===== src/rtl/input_conditioner.sv =====
// input_conditioner: synchronises, debounces (on tick_1ms) and edge-detects the safe's
// button/switch pins, with optional auto-repeat rise pulses on held channels.
module input_conditioner #(
  parameter int                N_IN       = 5,
  parameter int                DEB_TICKS  = 20,
  parameter int                REP_DELAY  = 500,
  parameter int                REP_PERIOD = 150,
  parameter logic [N_IN-1:0]   REP_MASK   = 5'b00011
) (
  input  logic            clk,
  input  logic            rst,
  input  logic            tick_1ms,
  input  logic [N_IN-1:0] raw_in,
  output logic [N_IN-1:0] level,
  output logic [N_IN-1:0] rise,
  output logic [N_IN-1:0] fall
);

  localparam int MAX_CNT = (DEB_TICKS > (REP_DELAY + REP_PERIOD)) ? DEB_TICKS
                                                                   : (REP_DELAY + REP_PERIOD);
  localparam int CNT_W   = $clog2(MAX_CNT + 1);

  localparam logic [CNT_W-1:0] DEB_C   = CNT_W'(DEB_TICKS);
  localparam logic [CNT_W-1:0] REP_D_C = CNT_W'(REP_DELAY);
  localparam logic [CNT_W-1:0] REP_W_C = CNT_W'(REP_DELAY + REP_PERIOD);

  localparam logic [1:0] S_LO = 2'd0;
  localparam logic [1:0] S_PH = 2'd1;
  localparam logic [1:0] S_HI = 2'd2;
  localparam logic [1:0] S_PL = 2'd3;

  logic [N_IN-1:0] sync1_q;
  logic [N_IN-1:0] sync2_q;

  always_ff @(posedge clk or negedge rst) begin
    if (!rst) begin
      sync1_q <= '0;
      sync2_q <= '0;
    end else begin
      sync1_q <= raw_in;
      sync2_q <= sync1_q;
    end
  end

  for (genvar g = 0; g < N_IN; g++) begin : g_ch
    logic [1:0]       state_q, state_d;
    logic [CNT_W-1:0] cnt_q, cnt_d, cnt_inc;
    logic [CNT_W-1:0] rcnt_q, rcnt_d, rcnt_inc;
    logic             level_q, level_d;
    logic             rise_q, rise_d;
    logic             fall_q, fall_d;
    logic             s;

    assign s        = sync2_q[g];
    assign cnt_inc  = cnt_q + CNT_W'(1);
    assign rcnt_inc = rcnt_q + CNT_W'(1);

    // State only moves on tick edges; pulses default low so they last a single clk.
    always_comb begin
      state_d = state_q;
      cnt_d   = cnt_q;
      rcnt_d  = rcnt_q;
      level_d = level_q;
      rise_d  = 1'b0;
      fall_d  = 1'b0;
      if (tick_1ms) begin
        case (state_q)
          S_LO: begin
            if (s) begin
              state_d = S_PH;
              cnt_d   = CNT_W'(1);
            end
          end
          S_PH: begin
            if (!s) begin
              state_d = S_LO;
              cnt_d   = '0;
            end else if (cnt_inc >= DEB_C) begin
              state_d = S_HI;
              cnt_d   = '0;
              rcnt_d  = '0;
              level_d = 1'b1;
              rise_d  = 1'b1;
            end else begin
              cnt_d = cnt_inc;
            end
          end
          S_HI: begin
            if (!s) begin
              state_d = S_PL;
              cnt_d   = CNT_W'(1);
            end else if (REP_MASK[g]) begin
              // After the initial delay the counter cycles through one repeat period.
              if (rcnt_inc == REP_D_C) begin
                rise_d = 1'b1;
              end
              if (rcnt_inc == REP_W_C) begin
                rise_d = 1'b1;
                rcnt_d = REP_D_C;
              end else begin
                rcnt_d = rcnt_inc;
              end
            end
          end
          S_PL: begin
            if (s) begin
              state_d = S_HI;
              cnt_d   = '0;
            end else if (cnt_inc >= DEB_C) begin
              state_d = S_LO;
              cnt_d   = '0;
              rcnt_d  = '0;
              level_d = 1'b0;
              fall_d  = 1'b1;
            end else begin
              cnt_d = cnt_inc;
            end
          end
          default: begin
            state_d = S_LO;
            cnt_d   = '0;
            rcnt_d  = '0;
          end
        endcase
      end
    end

    always_ff @(posedge clk or negedge rst) begin
      if (!rst) begin
        state_q <= S_LO;
        cnt_q   <= '0;
        rcnt_q  <= '0;
        level_q <= 1'b0;
        rise_q  <= 1'b0;
        fall_q  <= 1'b0;
      end else begin
        state_q <= state_d;
        cnt_q   <= cnt_d;
        rcnt_q  <= rcnt_d;
        level_q <= level_d;
        rise_q  <= rise_d;
        fall_q  <= fall_d;
      end
    end

    assign level[g] = level_q;
    assign rise[g]  = rise_q;
    assign fall[g]  = fall_q;
  end

endmodule


===== config.mk =====
export PLATFORM = sky130hd
export DESIGN_NAME = input_conditioner
export DESIGN_NICKNAME = d
export VERILOG_FILES = /design/src/rtl/input_conditioner.sv
export SDC_FILE = /design/constraint.sdc
export NUM_CORES = 1
export LEC_CHECK = 0
export BUFFER_PORTS_ARGS = -buffer_cell sky130_fd_sc_hd__clkbuf_2
export CAP_MARGIN = 30
export CORE_MARGIN = 3
export CORE_UTILIZATION = 35
export DETAILED_ROUTE_END_ITERATION = 8
export PLACE_DENSITY = 0.5
export SLEW_MARGIN = 20
export SYNTH_ARGS = -nofsm -noshare
export SYNTH_HDL_FRONTEND = slang
export SYNTH_SLANG_ARGS = --single-unit

===== constraint.sdc =====
create_clock -name clk -period 7.5 [get_ports clk]
set_input_delay 1.125 -clock clk [delete_from_list [all_inputs] [get_ports clk]]
set_output_delay 1.125 -clock clk [all_outputs]
set_load 0.01 [all_outputs]

* After elaboration in Yosys (flattened, before gate mapping)
Cells that the tools add are included.
** Word-level totals
- Logic and storage cells :: 274
- Input bits :: 8
- Bits in registers :: 105
** Operators by class
- Equal/unequal tests :: 61
- Reductions and logical operators :: 29
- Add/subtract/negate cells :: 7
- $lt $le $gt $ge :: 5
- Multiplexer cells :: 143
** Operators with widths (number)
- $mux 10 :: 35
- $pmux 10 s4 :: 5
- $add 10x1->10 const B :: 7
- $ne 2x2->1 const B :: 32
- $mux 2 :: 30
- $pmux 10 s3 :: 2
- $mux 1 :: 59
- $ge 10x5->1 const B :: 5
- $pmux 2 s4 :: 5
- $reduce_and 5->1 :: 7
- $ne 3x3->1 const B :: 10
- $reduce_and 6->1 :: 5
- $eq 10x10->1 const B :: 2
- $eq 10x9->1 const B :: 2
- $eq 2x2->1 const B :: 10
- $reduce_and 3->1 :: 5
- $pmux 1 s2 :: 7
- $eq 2x1->1 const B :: 5
- $logic_not 2->1 :: 5
- $reduce_bool 2->1 :: 5
- $reduce_bool 3->1 :: 2

* Depth between registers and ports, before layout
Gate-level depths: netlist of the first run.
- Depth after elaboration :: 7
- Mapped depth :: 10
- Depth with buffers taken out :: 7

* Least setup slack after synthesis of the first run
No wires, ideal clock.
- Kind :: in2reg
- Start :: in tick_1ms
- End :: reg g_ch[1].rcnt_q[7]
- Buffers on the path :: 2
- Library setup time :: 0.137 ns
- Data arrival time :: 2.361 ns
- Setup slack :: 5.003 ns
- Cell stages on the path :: 6
- Data required time :: 7.363 ns
- Cells stage by stage :: clkbuf_1 o221ai_1 a31oi_1 clkbuf_1 mux2i_1 o21ai_0
** Between the ends
- Longest elaborated chain between the ends :: 1
** Ends and longest elaborated chain
- start, declared :: RTL line 12 : input logic tick_1ms,
- $reduce_and 5->1 (no line)
- end signal, assigned :: RTL line 139 : rcnt_q <= rcnt_d;
- end, declared :: RTL line 48 : logic [CNT_W-1:0] rcnt_q, rcnt_d, rcnt_inc;
Every way passes these cells.
A chain may end at the register's enable or synchronous reset.

* Final worst setup path of the first run
- Start :: reg g_ch[0].cnt_q[0]
- End :: reg g_ch[0].rcnt_q[9]
** Between the ends
- Longest elaborated chain between the ends :: 5
- Elaborated cells on any way between the ends :: 6
** Ends and longest elaborated chain
- start, declared :: RTL line 47 : logic [CNT_W-1:0] cnt_q, cnt_d, cnt_inc;
- start signal, assigned :: RTL line 138 : cnt_q <= cnt_d;
- $add 10x1->10 * :: RTL line 55 : assign cnt_inc = cnt_q + CNT_W'(1);
- $ge 10x5->1 * :: RTL line 78, 109
- $mux 10 *
- $mux 10, on equally long branches
- $pmux 10 s3 *
- end signal, assigned :: RTL line 139
- end, declared :: RTL line 48
Mark *: on every way between the ends. The rest lies on a longest branch, timed or not. The select of a mux whose other input is x is not followed.

==> impl_metrics.xml, run 1 <==
<?xml version="1.0" encoding="UTF-8"?>
<metrics>
  <group name="outcome">
    <metric name="run_status" unit="">complete, no violations</metric>
  </group>
  <group name="sta">
    <metric name="share_of_the_clock_period_used_by_the_worst_path" unit="%">36.67</metric>
    <metric name="hold_viol" unit="">0</metric>
    <metric name="period_minus_slack" unit="ns">2.750</metric>
    <metric name="setup_viol" unit="">0</metric>
    <metric name="setup_repair_after_global_routing_missed_its_margin" unit="">false</metric>
    <metric name="worst_pin_slew" unit="ns">0.6945</metric>
    <metric name="timing_max_transition_violations_final" unit="">0</metric>
    <metric name="maxClockFrequency" unit="MHz">363.6</metric>
    <metric name="timing.slew.headroom" unit="%">53.70</metric>
    <metric name="setup_tns" unit="ns">0</metric>
    <metric name="clock-skew-final" unit="ns">0.004897</metric>
  </group>
  <group name="synth">
    <metric name="portion_of_the_post_synthesis_area_used_by_sequential_elements" unit="%">45.73</metric>
    <metric name="ys_seq_elements" unit="">105</metric>
    <metric name="synth.top_cells.by_count" unit="">105 x sky130_fd_sc_hd__dfrtp_1, 60 x sky130_fd_sc_hd__nand2_1, 44 x sky130_fd_sc_hd__o21ai_0</metric>
    <metric name="synth_top_cells_by_area" unit="">sky130_fd_sc_hd__dfrtp_1 46%, sky130_fd_sc_hd__ha_1 4.8%, sky130_fd_sc_hd__nand2_1 3.9%</metric>
    <metric name="synth_cell_types" unit="">63</metric>
    <metric name="netlist_area" unit="um^2">5746</metric>
    <metric name="synthesis.yosys.warnings" unit="">0</metric>
    <metric name="async_reset_ff_share" unit="%">100.0</metric>
    <metric name="yosys_most_used_dff" unit="">sky130_fd_sc_hd__dfrtp_1</metric>
    <metric name="edff_count_synth" unit="">0</metric>
    <metric name="post-synth-top-count-cell" unit="">sky130_fd_sc_hd__dfrtp_1</metric>
    <metric name="synth_top_cell_area_share" unit="%">45.73</metric>
    <metric name="syn-instance-count" unit="">600</metric>
    <metric name="syn_area_per_cell" unit="um^2">9.576</metric>
    <metric name="synth_largest_area_cell" unit="">sky130_fd_sc_hd__dfrtp_1</metric>
    <metric name="net_count_synth" unit="">630</metric>
  </group>
  <group name="die">
    <metric name="die-height" unit="um">134.1</metric>
    <metric name="placement_rows" unit="">46</metric>
    <metric name="die_footprint" unit="um^2">17990</metric>
    <metric name="fp.dieW" unit="um">134.1</metric>
    <metric name="number_of_primary_i_o_pins" unit="">23</metric>
    <metric name="initial_core_util" unit="%">35.91</metric>
    <metric name="core_area" unit="um^2">16000</metric>
  </group>
  <group name="worst_setup_path">
    <metric name="worst-path-max-fanout" unit="">18</metric>
    <metric name="worst_r2r_path_depth" unit="">7</metric>
    <metric name="startpoint_type_of_the_worst_setup_path" unit="">register</metric>
    <metric name="cell_by_cell_listing_of_the_critical_path" unit="">ha_1 &gt; nand2_1 &gt; a2111oi_0 &gt; nor3_1 &gt; a311o_1 &gt; or3b_4 &gt; o31ai_2</metric>
    <metric name="cp_data_required_time" unit="ns">7.76</metric>
    <metric name="critPathKind" unit="">register to register</metric>
    <metric name="crit_path_max_incr_delay" unit="ns">0.58</metric>
    <metric name="end_kind" unit="">register</metric>
    <metric name="cp.arrival" unit="ns">3.01</metric>
    <metric name="cell_at_the_slowest_stage_of_the_critical_path" unit="">sky130_fd_sc_hd__a311o_1</metric>
  </group>
  <group name="grt">
    <metric name="via_count_of_the_first_global_routing_pass" unit="">3977</metric>
    <metric name="global_route.usage.total" unit="%">13.10</metric>
    <metric name="grt_pass1_wl" unit="um">19530</metric>
    <metric name="grt_start_max_net_pins" unit="">71</metric>
    <metric name="grt_remaining_overflow" unit="">0</metric>
    <metric name="number_of_antenna_violations_at_the_first_check_in_global_routing" unit="">0</metric>
  </group>
  <group name="cells_and_area">
    <metric name="design_area" unit="um^2">6246</metric>
    <metric name="synthToLayoutAreaGrowth" unit="%">8.711</metric>
    <metric name="count_of_nets_after_finishing" unit="">627</metric>
    <metric name="post_route_cells_drive_above_1_share" unit="%">11.48</metric>
    <metric name="antenna_cells" unit="">0</metric>
  </group>
  <group name="clock_tree">
    <metric name="clk_pin_slew_worst_paths" unit="ns">0.07</metric>
    <metric name="cts_tree" unit="">yes</metric>
    <metric name="ctsResizeCount" unit="">0</metric>
    <metric name="cts-root-buf" unit="">sky130_fd_sc_hd__clkbuf_16</metric>
    <metric name="number_of_hold_buffers_added_after_cts" unit="">0</metric>
    <metric name="clk-insertion-delay-late" unit="ns">0.35</metric>
    <metric name="number_of_cts_inserted_buffers" unit="">9</metric>
    <metric name="cts-root-to-sink-buffers" unit="">2</metric>
    <metric name="htree_levels" unit="">3</metric>
    <metric name="cts.sink_count" unit="">105</metric>
    <metric name="cts.repair_timing.setup_buffer_count" unit="">0</metric>
  </group>
  <group name="placement">
    <metric name="numPortBuffers" unit="">22</metric>
    <metric name="placed_cell_area" unit="um^2">5929</metric>
    <metric name="half_perimeter_wire_length_after_detailed_placement" unit="um">7698</metric>
    <metric name="gpl.final_weighted_congestion" unit="">0.8060</metric>
  </group>
  <group name="power">
    <metric name="power.static_leakage" unit="nW">2.665</metric>
    <metric name="power.density_cell_area" unit="nW/um^2">258.2</metric>
    <metric name="vdd_ir_drop_max" unit="mV">0.1243</metric>
    <metric name="total_power" unit="mW">1.613</metric>
  </group>
  <group name="worst_hold_path">
    <metric name="min_path_cells" unit="">0</metric>
    <metric name="hold_class" unit="">register to register</metric>
  </group>
  <group name="route">
    <metric name="vias_per_cell" unit="">5.180</metric>
    <metric name="detail-route-antenna-nets" unit="">0</metric>
    <metric name="detail_route.wl_per_cell" unit="um">13.84</metric>
    <metric name="drc_errors" unit="">0</metric>
    <metric name="initialDrtViolationCount" unit="">280</metric>
    <metric name="pre_antenna_drt_iters" unit="">4</metric>
    <metric name="postRouteWirelength" unit="um">11310</metric>
    <metric name="num_vias" unit="">4232</metric>
  </group>
  <group name="job">
    <metric name="drv_cap" unit="">0</metric>
  </group>
</metrics>
[final timing paths]
kind                                         startpoint                             to  slack [ns]
min                                sync1_q[4]$_DFF_PN0_           sync2_q[4]$_DFF_PN0_        0.35
max                        g_ch[0].cnt_q[0]$_DFFE_PN0P_  g_ch[0].rcnt_q[9]$_DFFE_PN0P_        4.75
max reg2reg                g_ch[0].cnt_q[0]$_DFFE_PN0P_  g_ch[0].rcnt_q[9]$_DFFE_PN0P_        4.75
min in group asynchronous                           rst       g_ch[4].rise_q$_DFF_PN0_        0.72
max in group asynchronous                           rst   g_ch[1].cnt_q[0]$_DFFE_PN0P_        5.81
min reg2reg                        sync1_q[4]$_DFF_PN0_           sync2_q[4]$_DFF_PN0_        0.35
[area by class of cell]
| type | count | area (um^2) |
|---|---|---|
| clock buffers | 11 | 252.7 |
| multi-input cells | 433 | 2818 |
| repair buffers | 27 | 170.2 |
| fillers | 1646 | 9754 |
| inverters | 21 | 78.83 |
| flip-flops and latches | 105 | 2628 |
| clock inverters | 4 | 28.78 |
| well taps | 216 | 270.3 |
[sequential cells by signal, summed over array words and instances, names as in the netlist, named ones only]
signal	count
g_ch.fall_q	5
g_ch.cnt_q	50
sync1_q	5
g_ch.level_q	5
g_ch.rise_q	5
g_ch.rcnt_q	20
g_ch.state_q	5
sync2_q	5
[metrics by stage]
| stage | worst slack [ns] | cells | hold WS (ns) | utilization (%) |
|---|---|---|---|---|
| 5_1_grt | 4.535 | 817 | 0.3610 | 39.04 |
| 6_report | 4.750 | 817 | 0.3490 | 39.04 |
| 4_1_cts | 4.621 | 815 | 0.3504 | 38.82 |
| 3_3_place_gp | 4.458 | 800 | 0.3333 | 37.06 |
| 3_5_place_dp | 4.377 | 800 | 0.3347 | 37.06 |
| 2_1_floorplan | 5.003 | 600 | 0.3312 | - |
[worst max-delay path, delay by kind of cell, from the launching register on]
kind	cells	cell delay, ns
and+or+nand+nor	3	0.72
AOI/OAI and AO/OA	3	1.18
DFF	1	0.47
adders and majority gates	1	0.29
[placed cells by master (no fill, tap or decap), drive strengths merged, types with 4 or more instances in the layout]
| cell type | netlist | layout |
|---|---|---|
| o31ai | 6 | 6 |
| nand4 | 9 | 9 |
| nor4 | 7 | 7 |
| nor3 | 11 | 11 |
| ha | 22 | 22 |
| nor2 | 24 | 24 |
| buf | 17 | 5 |
| nand2 | 61 | 61 |
| and3 | 7 | 7 |
| a2bb2oi | 4 | 4 |
| a22o | 6 | 6 |
| a211oi | 6 | 6 |
| a21boi | 7 | 7 |
| o21ai | 47 | 47 |
| dfrtp | 105 | 105 |
| nor3b | 12 | 12 |
| xnor2 | 4 | 4 |
| nand2b | 6 | 6 |
| clkbuf | 24 | 33 |
| nand3 | 31 | 31 |
| nor2b | 6 | 6 |
| and2 | 31 | 31 |
| a31oi | 12 | 12 |
| a22oi | 4 | 4 |
| o2111ai | 4 | 4 |
| mux2i | 9 | 9 |
| inv | 21 | 21 |
| or2 | 6 | 6 |
| o22a | 4 | 4 |
| mux2 | 12 | 12 |
| xor2 | 5 | 5 |
| a21oi | 26 | 26 |
[power breakdown]
part | total, mW | internal (mW) | switching (mW)
sequential | 0.762 | 0.643 | 0.119
combinational | 0.399 | 0.169 | 0.231
clock | 0.452 | 0.242 | 0.210
total | 1.61 | 1.05 | 0.560
[per-layer routing]
layer / up-vias / global-route usage [%] / share of wire (%)
met5: - / 0 / 0
met4: 0 / 5.034 / 1.5
met3: 14 / 2.363 / 2.3
met2: 37 / 20.13 / 44
met1: 2032 / 18.48 / 52
li1: 2149 / - / -
[kinds of logic (layout without fill, tap and decap cells)]
family / Yosys count / after routing / synth area share [%]
adders and majority gates: 22 / 22 / 4.791
DFF: 105 / 105 / 45.73
and+or+nand+nor: 228 / 228 / 21.23
AOI/OAI and AO/OA: 153 / 153 / 17.73
buffers and inverters: 62 / 63 / 5.227
xor gates and xnor gates: 9 / 9 / 1.372
muxes: 21 / 21 / 3.920
Power figures use the tool's default switching activity.
==> run 2: changes to the inputs <==
Clock period 7.5 ns to 2.9 ns, I/O delays scaled along.
==> run 2 against run 1 <==
  * Flip-flop and latch count stayed put
  * Critical path type unchanged
  * Largest power group unchanged
  * Via count rose by 2.2%
  * Sequential power grew to 2.6 times the previous value
  * Power grew to 2.7 times the previous value
  * Maximum frequency rose by 5.4%
==> impl_metrics.xml, run 2 (synthesis gave the netlist of run 1 again) <==
<?xml version="1.0" encoding="UTF-8"?>
<metrics>
  <group name="die">
    <metric name="die-height" unit="um">134.1</metric>
    <metric name="core_area" unit="um^2">16000</metric>
    <metric name="initial_core_util" unit="%">35.91</metric>
    <metric name="placement_rows" unit="">46</metric>
    <metric name="fp.dieW" unit="um">134.1</metric>
    <metric name="number_of_primary_i_o_pins" unit="">23</metric>
    <metric name="die_footprint" unit="um^2">17990</metric>
  </group>
  <group name="route">
    <metric name="initialDrtViolationCount" unit="">249</metric>
    <metric name="drc_errors" unit="">0</metric>
    <metric name="vias_per_cell" unit="">5.227</metric>
    <metric name="detail-route-antenna-nets" unit="">0</metric>
    <metric name="pre_antenna_drt_iters" unit="">4</metric>
    <metric name="detail_route.wl_per_cell" unit="um">13.82</metric>
    <metric name="postRouteWirelength" unit="um">11430</metric>
    <metric name="num_vias" unit="">4323</metric>
  </group>
  <group name="worst_setup_path">
    <metric name="worst-path-max-fanout" unit="">8</metric>
    <metric name="worst_r2r_path_depth" unit="">8</metric>
    <metric name="cp_launch_point" unit="">g_ch[1].cnt_q[0]$_DFFE_PN0P_</metric>
    <metric name="cp.arrival" unit="ns">2.89</metric>
    <metric name="startpoint_type_of_the_worst_setup_path" unit="">register</metric>
    <metric name="critPathKind" unit="">register to register</metric>
    <metric name="worst_r2r_startpoint" unit="">g_ch[1].cnt_q[0]$_DFFE_PN0P_</metric>
    <metric name="end_kind" unit="">register</metric>
    <metric name="cp_data_required_time" unit="ns">3.18</metric>
  </group>
  <group name="sta">
    <metric name="timing_max_transition_violations_final" unit="">0</metric>
    <metric name="share_of_the_clock_period_used_by_the_worst_path" unit="%">89.96</metric>
    <metric name="setup_tns" unit="ns">0</metric>
    <metric name="maxClockFrequency" unit="MHz">383.3</metric>
    <metric name="clock-skew-final" unit="ns">0.009222</metric>
    <metric name="hold_ws" unit="ns">0.02641</metric>
    <metric name="worst_pin_slew" unit="ns">0.5873</metric>
    <metric name="hold_viol" unit="">0</metric>
    <metric name="period_minus_slack" unit="ns">2.609</metric>
    <metric name="setup_repair_after_global_routing_missed_its_margin" unit="">false</metric>
    <metric name="timing.slew.headroom" unit="%">60.59</metric>
    <metric name="setup_viol" unit="">0</metric>
  </group>
  <group name="cells_and_area">
    <metric name="mostFrequentLayoutCell" unit="">sky130_fd_sc_hd__dfrtp_1</metric>
    <metric name="most-common-layout-cells" unit="">105 x sky130_fd_sc_hd__dfrtp_1, 60 x sky130_fd_sc_hd__nand2_1, 44 x sky130_fd_sc_hd__o21ai_0, 31 x sky130_fd_sc_hd__and2_1, 30 x sky130_fd_sc_hd__nand3_1</metric>
    <metric name="synthToLayoutAreaGrowth" unit="%">10.21</metric>
    <metric name="post_route_cells_drive_above_1_share" unit="%">12.77</metric>
    <metric name="fillers" unit="">1623</metric>
    <metric name="antenna_cells" unit="">0</metric>
    <metric name="regMostFlops" unit="">g_ch.cnt_q</metric>
    <metric name="count_of_nets_after_finishing" unit="">636</metric>
    <metric name="layout_top_registers" unit="">g_ch.cnt_q (50), g_ch.rcnt_q (20)</metric>
    <metric name="largest_register_ffs" unit="">50</metric>
  </group>
  <group name="clock_tree">
    <metric name="cts.repair_timing.setup_buffer_count" unit="">0</metric>
    <metric name="number_of_hold_buffers_added_after_cts" unit="">0</metric>
    <metric name="htree_levels" unit="">3</metric>
    <metric name="number_of_cts_inserted_buffers" unit="">9</metric>
    <metric name="clk_pin_slew_worst_paths" unit="ns">0.07</metric>
    <metric name="cts-root-buf" unit="">sky130_fd_sc_hd__clkbuf_16</metric>
    <metric name="cts.sink_count" unit="">105</metric>
    <metric name="cts-root-to-sink-buffers" unit="">2</metric>
    <metric name="cts_tree" unit="">yes</metric>
    <metric name="clk-insertion-delay-late" unit="ns">0.35</metric>
    <metric name="ctsResizeCount" unit="">0</metric>
  </group>
  <group name="power">
    <metric name="power.static_leakage" unit="nW">2.718</metric>
    <metric name="vdd_ir_drop_max" unit="mV">0.3447</metric>
    <metric name="power.density_cell_area" unit="nW/um^2">679.1</metric>
  </group>
  <group name="grt">
    <metric name="grt_pass1_wl" unit="um">19850</metric>
    <metric name="via_count_of_the_first_global_routing_pass" unit="">4115</metric>
    <metric name="grt_remaining_overflow" unit="">0</metric>
    <metric name="global_route.usage.total" unit="%">13.26</metric>
    <metric name="grt_start_max_net_pins" unit="">75</metric>
    <metric name="number_of_antenna_violations_at_the_first_check_in_global_routing" unit="">0</metric>
  </group>
  <group name="placement">
    <metric name="gpl.final_weighted_congestion" unit="">0.8182</metric>
    <metric name="half_perimeter_wire_length_after_detailed_placement" unit="um">7800</metric>
    <metric name="numPortBuffers" unit="">22</metric>
  </group>
  <group name="job">
    <metric name="drv_cap" unit="">0</metric>
  </group>
  <group name="outcome">
    <metric name="run_status" unit="">complete, no violations</metric>
  </group>
  <group name="worst_hold_path">
    <metric name="hold_class" unit="">input port to asynchronous set/reset pin</metric>
  </group>
</metrics>
-- run 2: changes by cell type in the layout (fill, tap and decap cells not counted) --
cell and delta:
sky130_fd_sc_hd__buf_12 +1, sky130_fd_sc_hd__buf_16 -1, sky130_fd_sc_hd__buf_4 +10, sky130_fd_sc_hd__bufinv_16 +1, sky130_fd_sc_hd__clkbuf_1 +1, sky130_fd_sc_hd__clkbuf_4 -1, sky130_fd_sc_hd__clkinvlp_4 -1
-- run 2: worst max-delay path, stage by stage (launching register included) --
cell	delay (ns)
sky130_fd_sc_hd__dfrtp_1	0.46
sky130_fd_sc_hd__ha_1	0.27
sky130_fd_sc_hd__and3_1	0.23
sky130_fd_sc_hd__a211o_1	0.27
sky130_fd_sc_hd__a221oi_1	0.55
sky130_fd_sc_hd__nand3_1	0.19
sky130_fd_sc_hd__buf_4	0.21
sky130_fd_sc_hd__o221ai_1	0.20
sky130_fd_sc_hd__o21a_1	0.16
-- run 2: metal layers --
| layer | global-route usage, % | wire length, um | vias to the layer above |
|---|---|---|---|
| met1 | 18.50 | 5834 | 2095 |
| li1 | - | - | 2175 |
| met2 | 20.77 | 5199 | 39 |
| met4 | 5.204 | 186 | 0 |
| met3 | 2.138 | 207 | 14 |
| met5 | 0 | 0 | - |
-- run 2: through the flow --
stage | cell area [um^2] | power (mW) | utilization [%] | setup slack [ns] | std cells
floorplan | 5746 | 2.753 | - | 0.5059 | 600
global placement | 5982 | 3.027 | 37.39 | 0.3542 | 807
detailed placement | 5982 | 3.061 | 37.39 | 0.2950 | 807
CTS | 6290 | 4.365 | 39.31 | 0.2692 | 823
global route | 6332 | 4.622 | 39.58 | 0.001408 | 827
finish | 6332 | 4.300 | 39.58 | 0.2910 | 827
-- run 2: final cells by class --
cell class                 instances  area [um^2]  share of cell area (%)
inverter                          21        78.83                   1.245
multi-input combinational        433         2818                   44.50
clock inverter                     4        51.30                  0.8101
timing repair buffer              36        230.2                   3.636
tap                              216        270.3                   4.268
clock buffer                      12        256.5                   4.051
sequential                       105         2628                   41.49
-- run 2: where the power goes --
part / internal [mW] / switching, mW
combinational: 0.459 / 0.605
clock: 0.718 / 0.550
sequential: 1.66 / 0.307
-- run 2: worst paths after layout --
check                           slack, ns                           end
worst max-delay path                 0.29  g_ch[1].cnt_q[0]$_DFFE_PN0P_
worst min-delay path                 0.03          sync1_q[4]$_DFF_PN0_
worst max register to register       0.29  g_ch[1].cnt_q[0]$_DFFE_PN0P_
worst min register to register       0.35          sync2_q[0]$_DFF_PN0_
max in group asynchronous            2.07  g_ch[1].cnt_q[2]$_DFFE_PN0P_
min in group clk                     0.18          sync1_q[2]$_DFF_PN0_
==> run 3: changes to the inputs <==
Settings changed: CORE_UTILIZATION 35 to 30, CTS_BUF_LIST set to sky130_fd_sc_hd__clkbuf_8 sky130_fd_sc_hd__clkbuf_16, PLACE_DENSITY 0.5 to 0.45.
==> run 3 against run 2 <==
  * Power down 0.93%
  * Cell area down 0.28%
  * Non-clock buffer count down 3
  * Setup slack worse by 0.025 ns
  * Utilization down 5.2 points
  * Flip-flop and latch count unchanged
  * Critical endpoint is now g_ch[0].rcnt_q[2]$_DFFE_PN0P_
  * Largest power group unchanged
==> impl_metrics.xml, run 3 (synthesis gave the netlist of run 1 again) <==
<?xml version="1.0" encoding="UTF-8"?>
<metrics>
  <group name="placement">
    <metric name="dp.cells" unit="">821</metric>
    <metric name="post-place-ws" unit="ns">0.3408</metric>
    <metric name="numPortBuffers" unit="">22</metric>
    <metric name="half_perimeter_wire_length_after_detailed_placement" unit="um">8007</metric>
    <metric name="gpl.final_weighted_congestion" unit="">0.7895</metric>
    <metric name="placed_cell_area" unit="um^2">6018</metric>
  </group>
  <group name="sta">
    <metric name="setup_slack" unit="ns">0.2660</metric>
    <metric name="maxClockFrequency" unit="MHz">379.7</metric>
    <metric name="timing.slew.headroom" unit="%">52.92</metric>
    <metric name="timing_max_transition_violations_final" unit="">0</metric>
    <metric name="hold_viol" unit="">0</metric>
    <metric name="setup_tns" unit="ns">0</metric>
    <metric name="share_of_the_clock_period_used_by_the_worst_path" unit="%">90.83</metric>
    <metric name="clock-skew-final" unit="ns">0.008274</metric>
    <metric name="hold_ws" unit="ns">0.05600</metric>
    <metric name="setup_repair_after_global_routing_missed_its_margin" unit="">false</metric>
    <metric name="period_minus_slack" unit="ns">2.634</metric>
    <metric name="setup_viol" unit="">0</metric>
    <metric name="worst_pin_slew" unit="ns">0.7031</metric>
  </group>
  <group name="clock_tree">
    <metric name="clk_pin_slew_worst_paths" unit="ns">0.07</metric>
    <metric name="ctsResizeCount" unit="">0</metric>
    <metric name="cts.repair_timing.setup_buffer_count" unit="">0</metric>
    <metric name="clk-insertion-delay-late" unit="ns">0.35</metric>
    <metric name="htree_levels" unit="">3</metric>
    <metric name="cts-root-to-sink-buffers" unit="">2</metric>
    <metric name="number_of_cts_inserted_buffers" unit="">9</metric>
    <metric name="number_of_hold_buffers_added_after_cts" unit="">0</metric>
    <metric name="cts-root-buf" unit="">sky130_fd_sc_hd__clkbuf_16</metric>
    <metric name="cts.sink_count" unit="">105</metric>
    <metric name="cts_tree" unit="">yes</metric>
  </group>
  <group name="route">
    <metric name="pre_antenna_drt_iters" unit="">4</metric>
    <metric name="num_vias" unit="">4304</metric>
    <metric name="postRouteWirelength" unit="um">11530</metric>
    <metric name="drc_errors" unit="">0</metric>
    <metric name="initialDrtViolationCount" unit="">213</metric>
    <metric name="detail-route-antenna-nets" unit="">0</metric>
    <metric name="detail_route.wl_per_cell" unit="um">13.78</metric>
    <metric name="vias_per_cell" unit="">5.142</metric>
  </group>
  <group name="cells_and_area">
    <metric name="most-common-layout-cells" unit="">105 x sky130_fd_sc_hd__dfrtp_1, 60 x sky130_fd_sc_hd__nand2_1, 44 x sky130_fd_sc_hd__o21ai_0, 31 x sky130_fd_sc_hd__and2_1, 30 x sky130_fd_sc_hd__nand3_1</metric>
    <metric name="layoutNonFillerInstCount" unit="">837</metric>
    <metric name="mostFrequentLayoutCell" unit="">sky130_fd_sc_hd__dfrtp_1</metric>
    <metric name="antenna_cells" unit="">0</metric>
    <metric name="post_route_cells_drive_above_1_share" unit="%">12.34</metric>
    <metric name="count_of_nets_after_finishing" unit="">633</metric>
    <metric name="layout_top_registers" unit="">g_ch.cnt_q (50), g_ch.rcnt_q (20)</metric>
    <metric name="multi_input_comb_area" unit="um^2">2818</metric>
    <metric name="synthToLayoutAreaGrowth" unit="%">9.909</metric>
    <metric name="design_area" unit="um^2">6315</metric>
    <metric name="layout.area.seq" unit="um^2">2628</metric>
    <metric name="regMostFlops" unit="">g_ch.cnt_q</metric>
    <metric name="finish.utilization" unit="%">34.33</metric>
    <metric name="largest_register_ffs" unit="">50</metric>
    <metric name="fillers" unit="">1870</metric>
  </group>
  <group name="die">
    <metric name="fp.dieW" unit="um">144.4</metric>
    <metric name="number_of_primary_i_o_pins" unit="">23</metric>
    <metric name="die_footprint" unit="um^2">20850</metric>
    <metric name="placement_rows" unit="">49</metric>
    <metric name="die-height" unit="um">144.4</metric>
    <metric name="core_area" unit="um^2">18390</metric>
    <metric name="initial_core_util" unit="%">31.24</metric>
  </group>
  <group name="grt">
    <metric name="via_count_of_the_first_global_routing_pass" unit="">4126</metric>
    <metric name="number_of_antenna_violations_at_the_first_check_in_global_routing" unit="">1</metric>
    <metric name="grt_pass1_wl" unit="um">19760</metric>
    <metric name="grt_start_max_net_pins" unit="">46</metric>
    <metric name="grt_remaining_overflow" unit="">0</metric>
    <metric name="global_route.usage.total" unit="%">11.64</metric>
  </group>
  <group name="job">
    <metric name="drv_cap" unit="">0</metric>
  </group>
  <group name="worst_setup_path">
    <metric name="cp.arrival" unit="ns">2.93</metric>
    <metric name="worst-path-max-fanout" unit="">7</metric>
    <metric name="critPathKind" unit="">register to register</metric>
    <metric name="startpoint_type_of_the_worst_setup_path" unit="">register</metric>
    <metric name="cp_data_required_time" unit="ns">3.20</metric>
    <metric name="end_kind" unit="">register</metric>
  </group>
  <group name="power">
    <metric name="vdd_ir_drop_max" unit="mV">0.2767</metric>
    <metric name="power.static_leakage" unit="nW">2.700</metric>
    <metric name="power.density_cell_area" unit="nW/um^2">674.7</metric>
    <metric name="total_power" unit="mW">4.260</metric>
  </group>
  <group name="worst_hold_path">
    <metric name="hold_class" unit="">input port to asynchronous set/reset pin</metric>
  </group>
  <group name="outcome">
    <metric name="run_status" unit="">complete, no violations</metric>
  </group>
</metrics>
## run 3: changes by cell type in the layout (fill, tap and decap cells not counted)
cell and delta:
sky130_fd_sc_hd__clkbuf_8 -2, sky130_fd_sc_hd__inv_6 +1, sky130_fd_sc_hd__inv_1 +1, sky130_fd_sc_hd__clkinvlp_4 +1, sky130_fd_sc_hd__clkbuf_1 -1, sky130_fd_sc_hd__buf_4 -3
## run 3: power breakdown
part | internal [mW] | total (mW) | switching [mW]
sequential | 1.66 | 1.96 | 0.303
clock | 0.670 | 1.23 | 0.556
combinational | 0.456 | 1.07 | 0.614
## run 3: worst max-delay path, stage by stage, from the launching register on
cell and delay (ns):
sky130_fd_sc_hd__dfrtp_1 0.43, sky130_fd_sc_hd__ha_1 0.28, sky130_fd_sc_hd__and4_1 0.25, sky130_fd_sc_hd__or3_1 0.30
sky130_fd_sc_hd__a2111oi_0 0.39, sky130_fd_sc_hd__o211ai_1 0.35, sky130_fd_sc_hd__buf_4 0.27, sky130_fd_sc_hd__a31oi_1 0.17
sky130_fd_sc_hd__o22a_1 0.15
## run 3: layout make-up
cell class,count,area share [%]
inverters,21,1.248
repair buffers,33,3.289
multi-input cells,433,44.62
flip-flops and latches,105,41.61
clock buffers,9,3.566
well taps,229,4.537
clock inverters,7,1.129
## run 3: worst paths after layout
path | from | to | slack [ns] | cells after the start
max | g_ch[0].rcnt_q[0]$_DFFE_PN0P_ | g_ch[0].rcnt_q[2]$_DFFE_PN0P_ | 0.27 | 8
min | rst | g_ch[1].cnt_q[0]$_DFFE_PN0P_ | 0.06 | 1
max reg2reg | g_ch[0].rcnt_q[0]$_DFFE_PN0P_ | g_ch[0].rcnt_q[2]$_DFFE_PN0P_ | 0.27 | 8
min reg2reg | sync1_q[0]$_DFF_PN0_ | sync2_q[0]$_DFF_PN0_ | 0.35 | 0
max in group asynchronous | rst | g_ch[2].level_q$_DFFE_PN0P_ | 2.13 | 2
min in group clk | raw_in[2] | sync1_q[2]$_DFF_PN0_ | 0.18 | 1
## run 3: per-layer routing
layer  vias up  share of wire [%]  track usage, %
met5         -                  0               0
met4         0                1.1           2.847
met3        12                3.3           3.009
met2        54                 45           18.39
met1      2075                 50           16.03
li1       2163                  -               -
